--- config.mk ---
export PLATFORM = sky130hd
export DESIGN_NAME = cacheline_burst_adapter
export DESIGN_NICKNAME = d
export VERILOG_FILES = /design/src/rtl/cacheline_burst_adapter.sv
export SDC_FILE = /design/constraint.sdc
export NUM_CORES = 1
export LEC_CHECK = 0
export ABC_AREA = 1
export BUFFER_PORTS_ARGS = -buffer_cell sky130_fd_sc_hd__buf_2
export CORE_AREA = 2 2 294 296
export DETAILED_ROUTE_END_ITERATION = 8
export DIE_AREA = 0 0 296 298
export HOLD_SLACK_MARGIN = 0.15
export PLACE_DENSITY = 0.52
export SLEW_MARGIN = 20
export SYNTH_ARGS = -nofsm -noshare
export SYNTH_HDL_FRONTEND = slang
export SYNTH_SLANG_ARGS = --single-unit
--- constraint.sdc ---
create_clock -name clk -period 20.5 [get_ports clk]
set_clock_uncertainty 0.15 [all_clocks]
set_input_delay 4.1 -clock clk [delete_from_list [all_inputs] [get_ports clk]]
set_output_delay 4.1 -clock clk [all_outputs]
set_load 0.02 [all_outputs]
--- src/rtl/cacheline_burst_adapter.sv ---
// Cacheline (256-bit) to 64-bit burst memory adapter: one transaction in flight,
// line writes split into BEATS beats, read beats gathered into a line.
// Optional feature macro: CLADAPT_RADDR_CHECK_EN (filter read beats by bmem_raddr, sticky resp_err).
module cacheline_burst_adapter #(
    parameter int unsigned ADDR_W = 32,
    parameter int unsigned BEAT_W = 64,
    parameter int unsigned BEATS  = 4
) (
    input  logic                      clk,
    input  logic                      rst,
    input  logic [ADDR_W-1:0]         req_addr,
    input  logic                      req_read,
    input  logic                      req_write,
    input  logic [BEAT_W*BEATS-1:0]   req_wdata,
    output logic                      req_ready,
    output logic                      resp_valid,
    output logic [BEAT_W*BEATS-1:0]   resp_rdata,
    output logic                      resp_err,
    output logic [ADDR_W-1:0]         bmem_addr,
    output logic                      bmem_read,
    output logic                      bmem_write,
    output logic [BEAT_W-1:0]         bmem_wdata,
    input  logic                      bmem_ready,
    input  logic [ADDR_W-1:0]         bmem_raddr,
    input  logic [BEAT_W-1:0]         bmem_rdata,
    input  logic                      bmem_rvalid
);

    localparam int unsigned LINE_W = BEAT_W * BEATS;
    localparam int unsigned OFFS_W = $clog2(LINE_W / 8);
    localparam int unsigned CNT_W  = (BEATS > 1) ? $clog2(BEATS) : 1;

    typedef enum logic [2:0] {
        S_IDLE,
        S_RD_REQ,
        S_RD_WAIT,
        S_WR_BURST,
        S_DONE
    } state_t;

    state_t                          r_state;
    logic [CNT_W-1:0]                r_cnt;
    logic [ADDR_W-1:0]               r_addr;
    logic [BEATS-1:0][BEAT_W-1:0]    r_wline;
    logic [BEATS-1:0][BEAT_W-1:0]    r_rline;
    logic                            r_req_ready;
    logic                            r_resp_valid;
    logic                            r_resp_err;
    logic                            r_bmem_read;
    logic                            r_bmem_write;
    logic [BEAT_W-1:0]               r_bmem_wdata;

    state_t                          w_state_nxt;
    logic [CNT_W-1:0]                w_cnt_nxt;
    logic [ADDR_W-1:0]               w_addr_nxt;
    logic [BEATS-1:0][BEAT_W-1:0]    w_wline_nxt;
    logic [BEATS-1:0][BEAT_W-1:0]    w_rline_nxt;
    logic                            w_err_nxt;
    logic                            w_beat_ok;
    logic                            w_last;
    logic [ADDR_W-1:0]               w_req_aligned;
    logic [BEAT_W-1:0]               w_wdata_nxt;
    logic                            w_unused;

    assign w_last        = (r_cnt == CNT_W'(BEATS - 1));
    assign w_req_aligned = {req_addr[ADDR_W-1:OFFS_W], OFFS_W'(0)};

`ifdef CLADAPT_RADDR_CHECK_EN
    assign w_unused = ^req_addr[OFFS_W-1:0];
`else
    assign w_unused = ^{bmem_raddr, req_addr[OFFS_W-1:0]};
`endif

    // Next-state, datapath and next-output decode
    always_comb begin
        w_state_nxt = r_state;
        w_cnt_nxt   = r_cnt;
        w_addr_nxt  = r_addr;
        w_wline_nxt = r_wline;
        w_rline_nxt = r_rline;
        w_err_nxt   = r_resp_err;
        w_beat_ok   = 1'b1;
        w_wdata_nxt = '0;

`ifdef CLADAPT_RADDR_CHECK_EN
        w_beat_ok = (bmem_raddr == r_addr);
        if (bmem_rvalid && !((r_state == S_RD_WAIT) && w_beat_ok)) begin
            w_err_nxt = 1'b1;
        end
`else
        w_err_nxt = 1'b0;
`endif

        case (r_state)
            S_IDLE: begin
                // Read has priority; a simultaneous write is not accepted
                if (req_read) begin
                    w_addr_nxt  = w_req_aligned;
                    w_state_nxt = S_RD_REQ;
                end else if (req_write) begin
                    w_addr_nxt  = w_req_aligned;
                    w_wline_nxt = req_wdata;
                    w_cnt_nxt   = '0;
                    w_state_nxt = S_WR_BURST;
                end
            end
            S_RD_REQ: begin
                if (bmem_ready) begin
                    w_cnt_nxt   = '0;
                    w_state_nxt = S_RD_WAIT;
                end
            end
            S_RD_WAIT: begin
                if (bmem_rvalid && w_beat_ok) begin
                    w_rline_nxt[r_cnt] = bmem_rdata;
                    w_cnt_nxt          = r_cnt + CNT_W'(1);
                    if (w_last) begin
                        w_state_nxt = S_DONE;
                    end
                end
            end
            S_WR_BURST: begin
                if (bmem_ready) begin
                    w_cnt_nxt = r_cnt + CNT_W'(1);
                    if (w_last) begin
                        w_state_nxt = S_DONE;
                    end
                end
            end
            S_DONE: begin
                w_state_nxt = S_IDLE;
            end
            default: begin
                w_state_nxt = S_IDLE;
            end
        endcase

        if (w_state_nxt == S_WR_BURST) begin
            w_wdata_nxt = w_wline_nxt[w_cnt_nxt];
        end
    end

    // State and registered outputs
    always_ff @(posedge clk or posedge rst) begin
        if (rst) begin
            r_state      <= S_IDLE;
            r_cnt        <= '0;
            r_addr       <= '0;
            r_wline      <= '0;
            r_rline      <= '0;
            r_req_ready  <= 1'b1;
            r_resp_valid <= 1'b0;
            r_resp_err   <= 1'b0;
            r_bmem_read  <= 1'b0;
            r_bmem_write <= 1'b0;
            r_bmem_wdata <= '0;
        end else begin
            r_state      <= w_state_nxt;
            r_cnt        <= w_cnt_nxt;
            r_addr       <= w_addr_nxt;
            r_wline      <= w_wline_nxt;
            r_rline      <= w_rline_nxt;
            r_req_ready  <= (w_state_nxt == S_IDLE);
            r_resp_valid <= (w_state_nxt == S_DONE);
            r_resp_err   <= w_err_nxt;
            r_bmem_read  <= (w_state_nxt == S_RD_REQ);
            r_bmem_write <= (w_state_nxt == S_WR_BURST);
            r_bmem_wdata <= w_wdata_nxt;
        end
    end

    assign req_ready  = r_req_ready;
    assign resp_valid = r_resp_valid;
    assign resp_rdata = r_rline;
    assign resp_err   = r_resp_err;
    assign bmem_addr  = r_addr;
    assign bmem_read  = r_bmem_read;
    assign bmem_write = r_bmem_write;
    assign bmem_wdata = r_bmem_wdata;

endmodule
==> impl_metrics.ini, run 1 <==
[run_status]
status = completed

[setup_path]
rrSetupSlack_ps = 16720
crit_path_end = bmem_wdata[54]
r2r_start = r_state[2]
max_stage_delay_ps = 820
worstPathCellList = buf_2 -> inv_1 -> ha_1 -> inv_1 -> nand2_1 -> nand2_1 -> nor2_4 -> buf_4 -> nand2_8 -> buf_4 -> nor2_1 -> nor2_1 -> nor2_1
worstReg2RegEnd = bmem_wdata[54]
cpMaxStageDelayCell = buf_4
startpoint = bmem_ready
worst-path-max-fanout = 82
cp_num_cells = 13
critPathArrivalTime_ps = 7180
critPathCaptureType = flop
cp_num_buf_inv = 5
cp_data_required_time_ps = 20810
worstSetupPathType = in2reg
path_common_cell = nor2_1
worstRegToRegCells = 9
worst_setup_path_start_kind = input port
crit_family = buffers and inverters

[grt]
track_usage = 0.187
overflow = 0
antenna_found_initial = 64
grt_max_degree = 159
grt_pass1_wl_mm = 127
grt_pass1_vias = 20129

[cts]
cts_setup_buffers = 0
cts.repair.resized = 0
clkSinkCount = 612
numCtsBuffers = 74
cts_tree = yes
clkLatencyLatePin_ps = 610
root_buffer = clkbuf_16
clockBufferDepth = 3
cts-htree-levels = 3
clk_pin_slew_ps = 50
postCtsHoldBufs = 0

[drt]
drt_iter0_markers = 1129
vias = 20582
firstDrtPassIters = 5
drt_wl_total_mm = 84.6
ant_nets = 0
viasPerCell = 4.39
drc_errors = 0
wire_per_inst_um = 18.1

[synthesis]
synth_area_leader_cell = dfrtp_1
synth_top_area_frac = 0.620
syn_area_um2 = 24700
synth.distinct_cells = 29
synth_seq_cells = 612
postSynthCellCount = 2828
synth.avg_cell_area_um2 = 8.72
ys_warn_count = 0
synthTopCellsByArea = dfrtp_1 62%, nand2_1 19%, o21ai_0 5.7%
ys_seq_area_frac = 0.621

[sta]
whs_ps = 314
slew_headroom = 0.321
final-hold-violation-count = 0
fin_crit_ps = 6860
tightest_slew_ps = 1020
setup_tns_ps = 0
fmax_mhz = 146
setup-violations-final = 0
slew_violations = 0
finalCritPeriodShare = 0.335
rsz0062_at_grt = false

[power]
finalPower_mw = 5.33
max-vdd-ir-drop_uv = 102
p_sw_frac = 0.412
p_leak_nw = 17.2
p_sw_mw = 2.19
pwr-share-seq = 0.355
p_int_mw = 3.14
p_per_area_nw_per_um2 = 169
pwr-share-comb = 0.397
p_clk_frac = 0.248

[job]
maxCapViolCount = 0

[floorplanning]
pin_count = 747
rows = 107
die_area_um2 = 88200
die_h_um = 298
coreArea_um2 = 84900
initial_utilization = 0.291
die_x_um = 296

[place]
dp_hpwl_mm = 56.6
numPortBuffers = 703
place_congestion = 0.790

[final_layout]
final_core_util = 0.372
multi_input_area_um2 = 8120
fin_nets = 3853
drive_gt1_frac = 0.254
areaGrowthSynthToFinish_pct = 28.1
n_fill_cell = 8985
ff_latch_area_um2 = 15300

[hold_path]
hp-class = reg2reg
whs_path_depth = 2
==> worst min-delay path by stage <==
stage	start	endpoint	slack, ps
floorplan	r_wline[100]	r_wline[100]	290
global placement	bmem_addr[17]	bmem_addr[17]	300
finish	bmem_addr[18]	bmem_addr[18]	310
global route	r_wline[119]	r_wline[119]	330
detailed placement	bmem_addr[15]	bmem_addr[15]	300
CTS	bmem_addr[15]	bmem_addr[15]	320
==> per-layer routing <==
metal,track usage,routed length (um),up-vias
li1,-,-,10160
met1,0.233,34700,9563
met2,0.303,39100,627
met3,0.0714,8500,170
met4,0.0523,1890,62
met5,0,413,-
==> power by group through the flow <==
stage               logic (mW)  clock network (mW)  registers (mW)
finish                    2.11                1.32            1.89
global route              2.38                1.41            1.95
CTS                       2.16                1.37            1.89
detailed placement        2.16                   0            1.91
global placement          2.14                   0            1.90
floorplan                 1.10                   0            2.23
==> cells in the final DEF (no fill, tap or decap), types with 2 or more instances in the layout <==
cell	instances
clkinv_2	8
a21oi_1	5
inv_1	110
inv_6	2
nand3_1	212
nand4_1	2
buf_4	24
nor2_4	4
bufinv_16	3
or2_2	25
clkinv_16	2
buf_2	703
clkinv_4	5
a21oi_2	2
o211ai_1	2
clkbuf_16	75
clkbuf_1	13
o21ai_0	282
inv_2	3
dfrtp_1	611
nor2_1	118
clkinvlp_4	2
nand2_1	1250
conb_1	6
nand2_4	6
ha_1	5
diode_2	29
clkbuf_8	19
buf_12	2
==> flip-flops by register name, indices dropped and copies added (netlist names) <==
signal      cells
bmem_write      1
resp_valid      1
bmem_addr      27
resp_rdata    256
req_ready       1
r_state         3
r_cnt           2
r_wline       256
bmem_read       1
bmem_wdata     64
==> synthesized netlist by cell type <==
master,n
inv_2,2
nor2_1,119
nand4_1,2
nand2_1,1256
o21ai_1,1
nor3_1,1
nand3_2,2
o21a_1,1
o21ai_0,282
o211ai_1,2
dfstp_2,1
or2_2,25
buf_6,5
ha_1,5
buf_1,11
inv_1,111
buf_2,63
nor2_2,2
a21oi_2,3
clkbuf_1,72
conb_1,1
clkinv_1,1
a21oi_1,5
nand3_1,212
buf_4,27
nor2_4,2
clkbuf_2,2
dfrtp_1,611
nand2_4,1
==> stage by stage <==
| stage | setup WS (ps) | cell area (um2) | cells |
|---|---|---|---|
| after global placement | 12950 | 29000 | 4526 |
| final | 13640 | 31600 | 4685 |
| after detailed placement | 12950 | 29000 | 4526 |
| after CTS | 13610 | 31500 | 4656 |
| after floorplan | 7900 | 24700 | 2833 |
| after global routing | 13330 | 31600 | 4669 |
==> logic make-up after synthesis <==
kind of cell / Yosys count / synth area share
buf+inv: 294 / 0.0537
other cells: 1 / 0.000152
fa+ha+maj: 5 / 0.00254
simple gates: 1622 / 0.262
compound gates: 294 / 0.0604
flops: 612 / 0.621
==> worst reg2reg max path: cells and delay by family, from the launching register on <==
kind	cells	cell delay, ps
simple gates	8	2220
buf+inv	1	830
flops	1	430
==> final cells by class <==
class / instances / share of cell area
sequential: 612 / 0.485
multi-input combinational: 1927 / 0.257
timing repair buffer: 729 / 0.118
clock buffer: 107 / 0.0692
tap: 1144 / 0.0453
inverter: 114 / 0.0137
clock inverter: 23 / 0.00935
antenna: 29 / 0.00230
(Power assumes the default switching activity.)
==> run 2: changes to the inputs <==
- ABC_AREA: 1 -> 0
- CORE_AREA: 2 2 294 296 -> 2 2 295 297
- DIE_AREA: 0 0 296 298 -> 0 0 297 299
- clock period: 20.5 -> 6.25 ns (I/O delays scaled with it)
==> run 2 against run 1 <==
Compared with the run above: register-to-register slack worse by 14000 ps; power grew to 3.2 times the previous value; synthesized area is 0.58% higher; design area is 0.73% higher; clock power grew to 3.2 times the previous value; combinational power grew to 3.2 times the previous value; critical path depth is 6 lower; sequential share of layout area is 0.35 points lower; synthesized cell count is 33% lower; count of clock-buffer cells in the layout is 3 higher; sequential power grew to 3.4 times the previous value; hold slack worse by 6.8 ps; critical endpoint is now bmem_wdata[39]; largest cell class unchanged.
==> impl_metrics.ini, run 2 <==
[final_layout]
layout.cells.non_filler = 3798
final_area_um2 = 31800
areaGrowthSynthToFinish_pct = 28.3
layout_commonest_cell = buf_2
fin_nets = 2976
drive_gt1_frac = 0.466
final_core_util = 0.370
layout_common_cells = 703 x buf_2, 611 x dfrtp_1, 388 x nand2_1, 373 x mux2_2, 128 x nand2b_1

[sta]
whs_ps = 307
fin_crit_ps = 3760
rsz0062_at_grt = false
fmax_mhz = 266
final-hold-violation-count = 0
finalCritPeriodShare = 0.602
slew_headroom = 0.263
setup_tns_ps = 0
setup_slack_ps = 2490
slew_violations = 0
setup-violations-final = 0
tightest_slew_ps = 1110

[place]
placed_area_um2 = 29300
dp_slack_ps = 1810
dp_hpwl_mm = 54.0
numPortBuffers = 703
place_congestion = 0.816
dpl.cell_count = 3662

[drt]
drt_iter0_markers = 723
firstDrtPassIters = 5
drc_errors = 0
drt_wl_total_mm = 78.4
ant_nets = 0
vias = 17695
wire_per_inst_um = 20.7
viasPerCell = 4.66

[job]
maxCapViolCount = 0

[grt]
overflow = 0
antenna_found_initial = 33
track_usage = 0.173
grt_pass1_vias = 18676
grt_max_degree = 148
grt_pass1_wl_mm = 118

[cts]
postCtsHoldBufs = 0
clk_pin_slew_ps = 60
cts-htree-levels = 3
clockBufferDepth = 3
cts_setup_buffers = 0
clkLatencyLatePin_ps = 620
numCtsBuffers = 72
cts_tree = yes
cts.repair.resized = 0
root_buffer = clkbuf_16
clkSinkCount = 612

[setup_path]
worst_setup_path_start_kind = input port
worstSetupPathType = in2reg
cp_data_required_time_ps = 6600
critPathArrivalTime_ps = 4110
worst-path-max-fanout = 80
critPathCaptureType = flop

[floorplanning]
die_h_um = 299
die_area_um2 = 88800
initial_utilization = 0.289
rows = 108
coreArea_um2 = 85900
die_x_um = 297
pin_count = 747

[power]
p_sw_mw = 6.46
p_int_mw = 10.8
finalPower_mw = 17.3
max-vdd-ir-drop_uv = 328
pwr-share-comb = 0.388
p_clk_frac = 0.244
p_leak_nw = 15.7
p_per_area_nw_per_um2 = 544
pwr-share-seq = 0.368
p_sw_frac = 0.373

[synthesis]
ys.flop_type = dfrtp_1
synth_area_leader_cell = dfrtp_1
synth_seq_cells = 612
synth.avg_cell_area_um2 = 13.0
synth_top_area_frac = 0.616
ys_seq_area_frac = 0.618
synth.distinct_cells = 39
postSynthCellCount = 1905
yosysMostFrequentCell = dfrtp_1
ys_warn_count = 0
synth_edf_count = 0
synth_commonest_cells = 611 x dfrtp_1, 393 x nand2_1, 373 x mux2_2, 128 x nand2b_1, 65 x nand3_1
syn_area_um2 = 24800
synthTopCellsByArea = dfrtp_1 62%, mux2_2 17%, nand2_1 5.9%
async_flop_share = 1.00

[run_status]
status = completed

[hold_path]
hp-class = reg2reg
==> run 2: cell types whose count changed in the layout (fill, tap and decap cells not counted), sizes merged, moves of 121 or more <==
cell,before,now
nand3,214,65
o21ai,283,3
nand2b,0,128
nand2,1257,393
nor2,123,2
mux2,0,411
==> run 2: final timing paths <==
check                           startpoint  slack, ps  cells past startpoint         endpoint
worst max-delay path              req_read       2490                      7   bmem_wdata[39]
worst min-delay path            r_wline[8]        310                      2       r_wline[8]
worst max register to register  r_state[1]       2730                      6   bmem_wdata[39]
worst min register to register  r_wline[8]        310                      2       r_wline[8]
max in group asynchronous              rst       3970                      3  resp_rdata[146]
min in group asynchronous              rst        670                      2    bmem_addr[24]
==> run 2: layout make-up <==
| class | count | area, um2 |
|---|---|---|
| fillers | 8534 | 54100 |
| flip-flops and latches | 612 | 15300 |
| multi-input cells | 1164 | 8840 |
| repair buffers | 724 | 3740 |
| clock buffers | 110 | 2120 |
| well taps | 1155 | 1450 |
| clock inverters | 20 | 313 |
| inverters | 7 | 32.5 |
| diodes | 6 | 15.0 |
==> run 2: worst max-delay path, stage by stage <==
cell and delay [ps]:
buf_2 120, or3b_1 390, a221oi_2 270, o21a_4 620
buf_4 840, a311oi_1 250, a32o_1 300
==> run 2: cells by family after synthesis <==
group | after synthesis | share of synthesized area
AOI/OAI and AO/OA | 139 | 0.0519
DFF | 612 | 0.618
adders and majority gates | 5 | 0.00252
and+or+nand+nor | 602 | 0.109
muxes | 412 | 0.188
buffers and inverters | 134 | 0.0307
other | 1 | 0.000151
==> run 2: metal layers <==
layer  vias to the layer above  track usage  part of all wire
li1                       7971            -                 -
met1                      8965        0.203              0.40
met2                       575        0.292              0.49
met3                       142       0.0589             0.079
met4                        42       0.0630             0.028
met5                         -            0            0.0036
==> run 2: power by group through the flow <==
stage,Clock [mW],Combinational (mW),Sequential (mW)
floorplan,0,3.37,7.55
global placement,0,6.70,6.38
detailed placement,0,6.80,6.45
CTS,4.36,6.82,6.39
global route,4.54,7.26,6.58
finish,4.22,6.71,6.38
==> run 3: changes to the inputs <==
- CORE_AREA: 2 2 295 297 -> 2 2 288 290
- DIE_AREA: 0 0 297 299 -> 0 0 290 292
- clock period: 6.25 -> 3.6 ns (I/O delays scaled with it)
==> run 3 against run 2 <==
Compared with the run above: power grew 74%; non-clock buffer count increased by 59; sequential cell count did not move; critical path depth is the same; register-to-register slack lost 2000 ps; worst setup slack worse by 1800 ps; critical path type is now reg2reg; highest routed layer unchanged.
==> impl_metrics.ini, run 3 (synthesis gave the netlist of run 2 again) <==
[floorplanning]
die_area_um2 = 84700
die_x_um = 290
rows = 105
die_h_um = 292
coreArea_um2 = 81600
initial_utilization = 0.304
pin_count = 747

[setup_path]
worstPathCellList = nor3_2 -> and2_4 -> buf_12 -> buf_4 -> mux2_2 -> nand2b_1 -> a32o_1
cp_data_required_time_ps = 3930
worstSetupPathType = reg2reg
crit_family = simple AND/OR/NAND/NOR gates
worst_setup_path_start_kind = flop
max_stage_delay_ps = 520
cpMaxStageDelayCell = dfrtp_1
worst-path-max-fanout = 29
cp_num_buf_inv = 2
critPathArrivalTime_ps = 3220
critPathCaptureType = flop

[cts]
root_buffer = clkbuf_16
cts-htree-levels = 3
cts_tree = yes
clkSinkCount = 612
cts.repair.resized = 0
clk_pin_slew_ps = 60
clockBufferDepth = 3
numCtsBuffers = 71
clkLatencyLatePin_ps = 600

[final_layout]
areaGrowthSynthToFinish_pct = 30.3
drive_gt1_frac = 0.466
fin_nets = 3034
final_core_util = 0.396
layout.cells.non_filler = 3780
layout_commonest_cell = buf_2
final_area_um2 = 32300
layout_common_cells = 703 x buf_2, 611 x dfrtp_1, 388 x nand2_1, 373 x mux2_2, 128 x nand2b_1

[place]
numPortBuffers = 703
dpl.cell_count = 3608
placed_area_um2 = 29700
place_congestion = 0.835
dp_hpwl_mm = 55.3

[power]
p_leak_nw = 16.0
finalPower_mw = 30.1
max-vdd-ir-drop_uv = 441
p_per_area_nw_per_um2 = 932

[job]
maxCapViolCount = 0

[drt]
drt_wl_total_mm = 78.3
firstDrtPassIters = 5
drc_errors = 0
ant_nets = 0
drt_iter0_markers = 864
vias = 18035
viasPerCell = 4.77
wire_per_inst_um = 20.7

[sta]
fin_crit_ps = 2890
slew_violations = 0
finalCritPeriodShare = 0.803
tightest_slew_ps = 846
setup-violations-final = 0
slew_headroom = 0.436
fmax_mhz = 346
final-hold-violation-count = 0
rsz0062_at_grt = false

[grt]
grt_pass1_vias = 19153
antenna_found_initial = 39
track_usage = 0.181
grt_pass1_wl_mm = 118
overflow = 0
grt_max_degree = 129

[run_status]
status = completed

[hold_path]
hp-class = in2reg
-- run 3: changes by cell type in the layout (fill, tap and decap cells not counted), moves of 2 or more --
cell and change:
clkinvlp_4 -3, diode_2 +13, dlygate4sd3_1 +28, bufinv_16 +2, clkinv_2 +3, nand2_8 -2, buf_12 +15, clkbuf_8 -3
nand2_4 +2, buf_4 +16, clkinv_16 -4
-- run 3: final cells by class --
| type | instances | area, um2 |
|---|---|---|
| Fill cell | 7881 | 49300 |
| Sequential cell | 612 | 15300 |
| Multi-Input combinational cell | 1164 | 8810 |
| Timing Repair Buffer | 783 | 4440 |
| Clock buffer | 106 | 2060 |
| Tap cell | 1070 | 1340 |
| Clock inverter | 19 | 262 |
| Antenna cell | 19 | 47.5 |
| Inverter | 7 | 32.5 |
-- run 3: final timing paths --
check / depth (start not counted) / end / startpoint / slack (ps)
max in group asynchronous: 5 / r_wline[121] / rst / 1580
worst min-delay path: 3 / r_wline[23] / req_wdata[23] / 200
worst min register to register: 2 / r_wline[82] / r_wline[82] / 310
worst max register to register: 7 / bmem_wdata[2] / r_state[0] / 710
min in group asynchronous: 3 / resp_rdata[56] / rst / 570
worst max-delay path: 7 / bmem_wdata[2] / r_state[0] / 710
-- run 3: stage by stage --
step	worst slack (ps)	setup TNS (ps)	hold slack (ps)
finish	710	0	197
global route	509	0	167
CTS	671	0	150
detailed placement	436	0	300
global placement	468	0	293
floorplan	-5620	-3437250	283
-- run 3: worst register-to-register path: stages (launching register included) --
cell	delay, ps
dfrtp_1	520
nor3_2	350
and2_4	430
buf_12	250
buf_4	270
mux2_2	360
nand2b_1	150
a32o_1	280
-- run 3: timing repair --
item,in CTS,in global routing
endpoints found under the hold margin,37,0
setup endpoints to repair,0,0
setup buffers,0,0
hold buffers,28,0
-- run 3: power by group --
part / internal (mW) / switching [mW]
clock: 4.27 / 2.93
combinational: 4.76 / 7.04
sequential: 9.95 / 1.16
-- run 3: per-layer routing --
layer,track usage,share of wire,vias to the layer above
met5,0,0.0029,-
met2,0.304,0.49,601
met1,0.217,0.40,9115
met4,0.0794,0.033,34
li1,-,-,8121
met3,0.0527,0.068,164
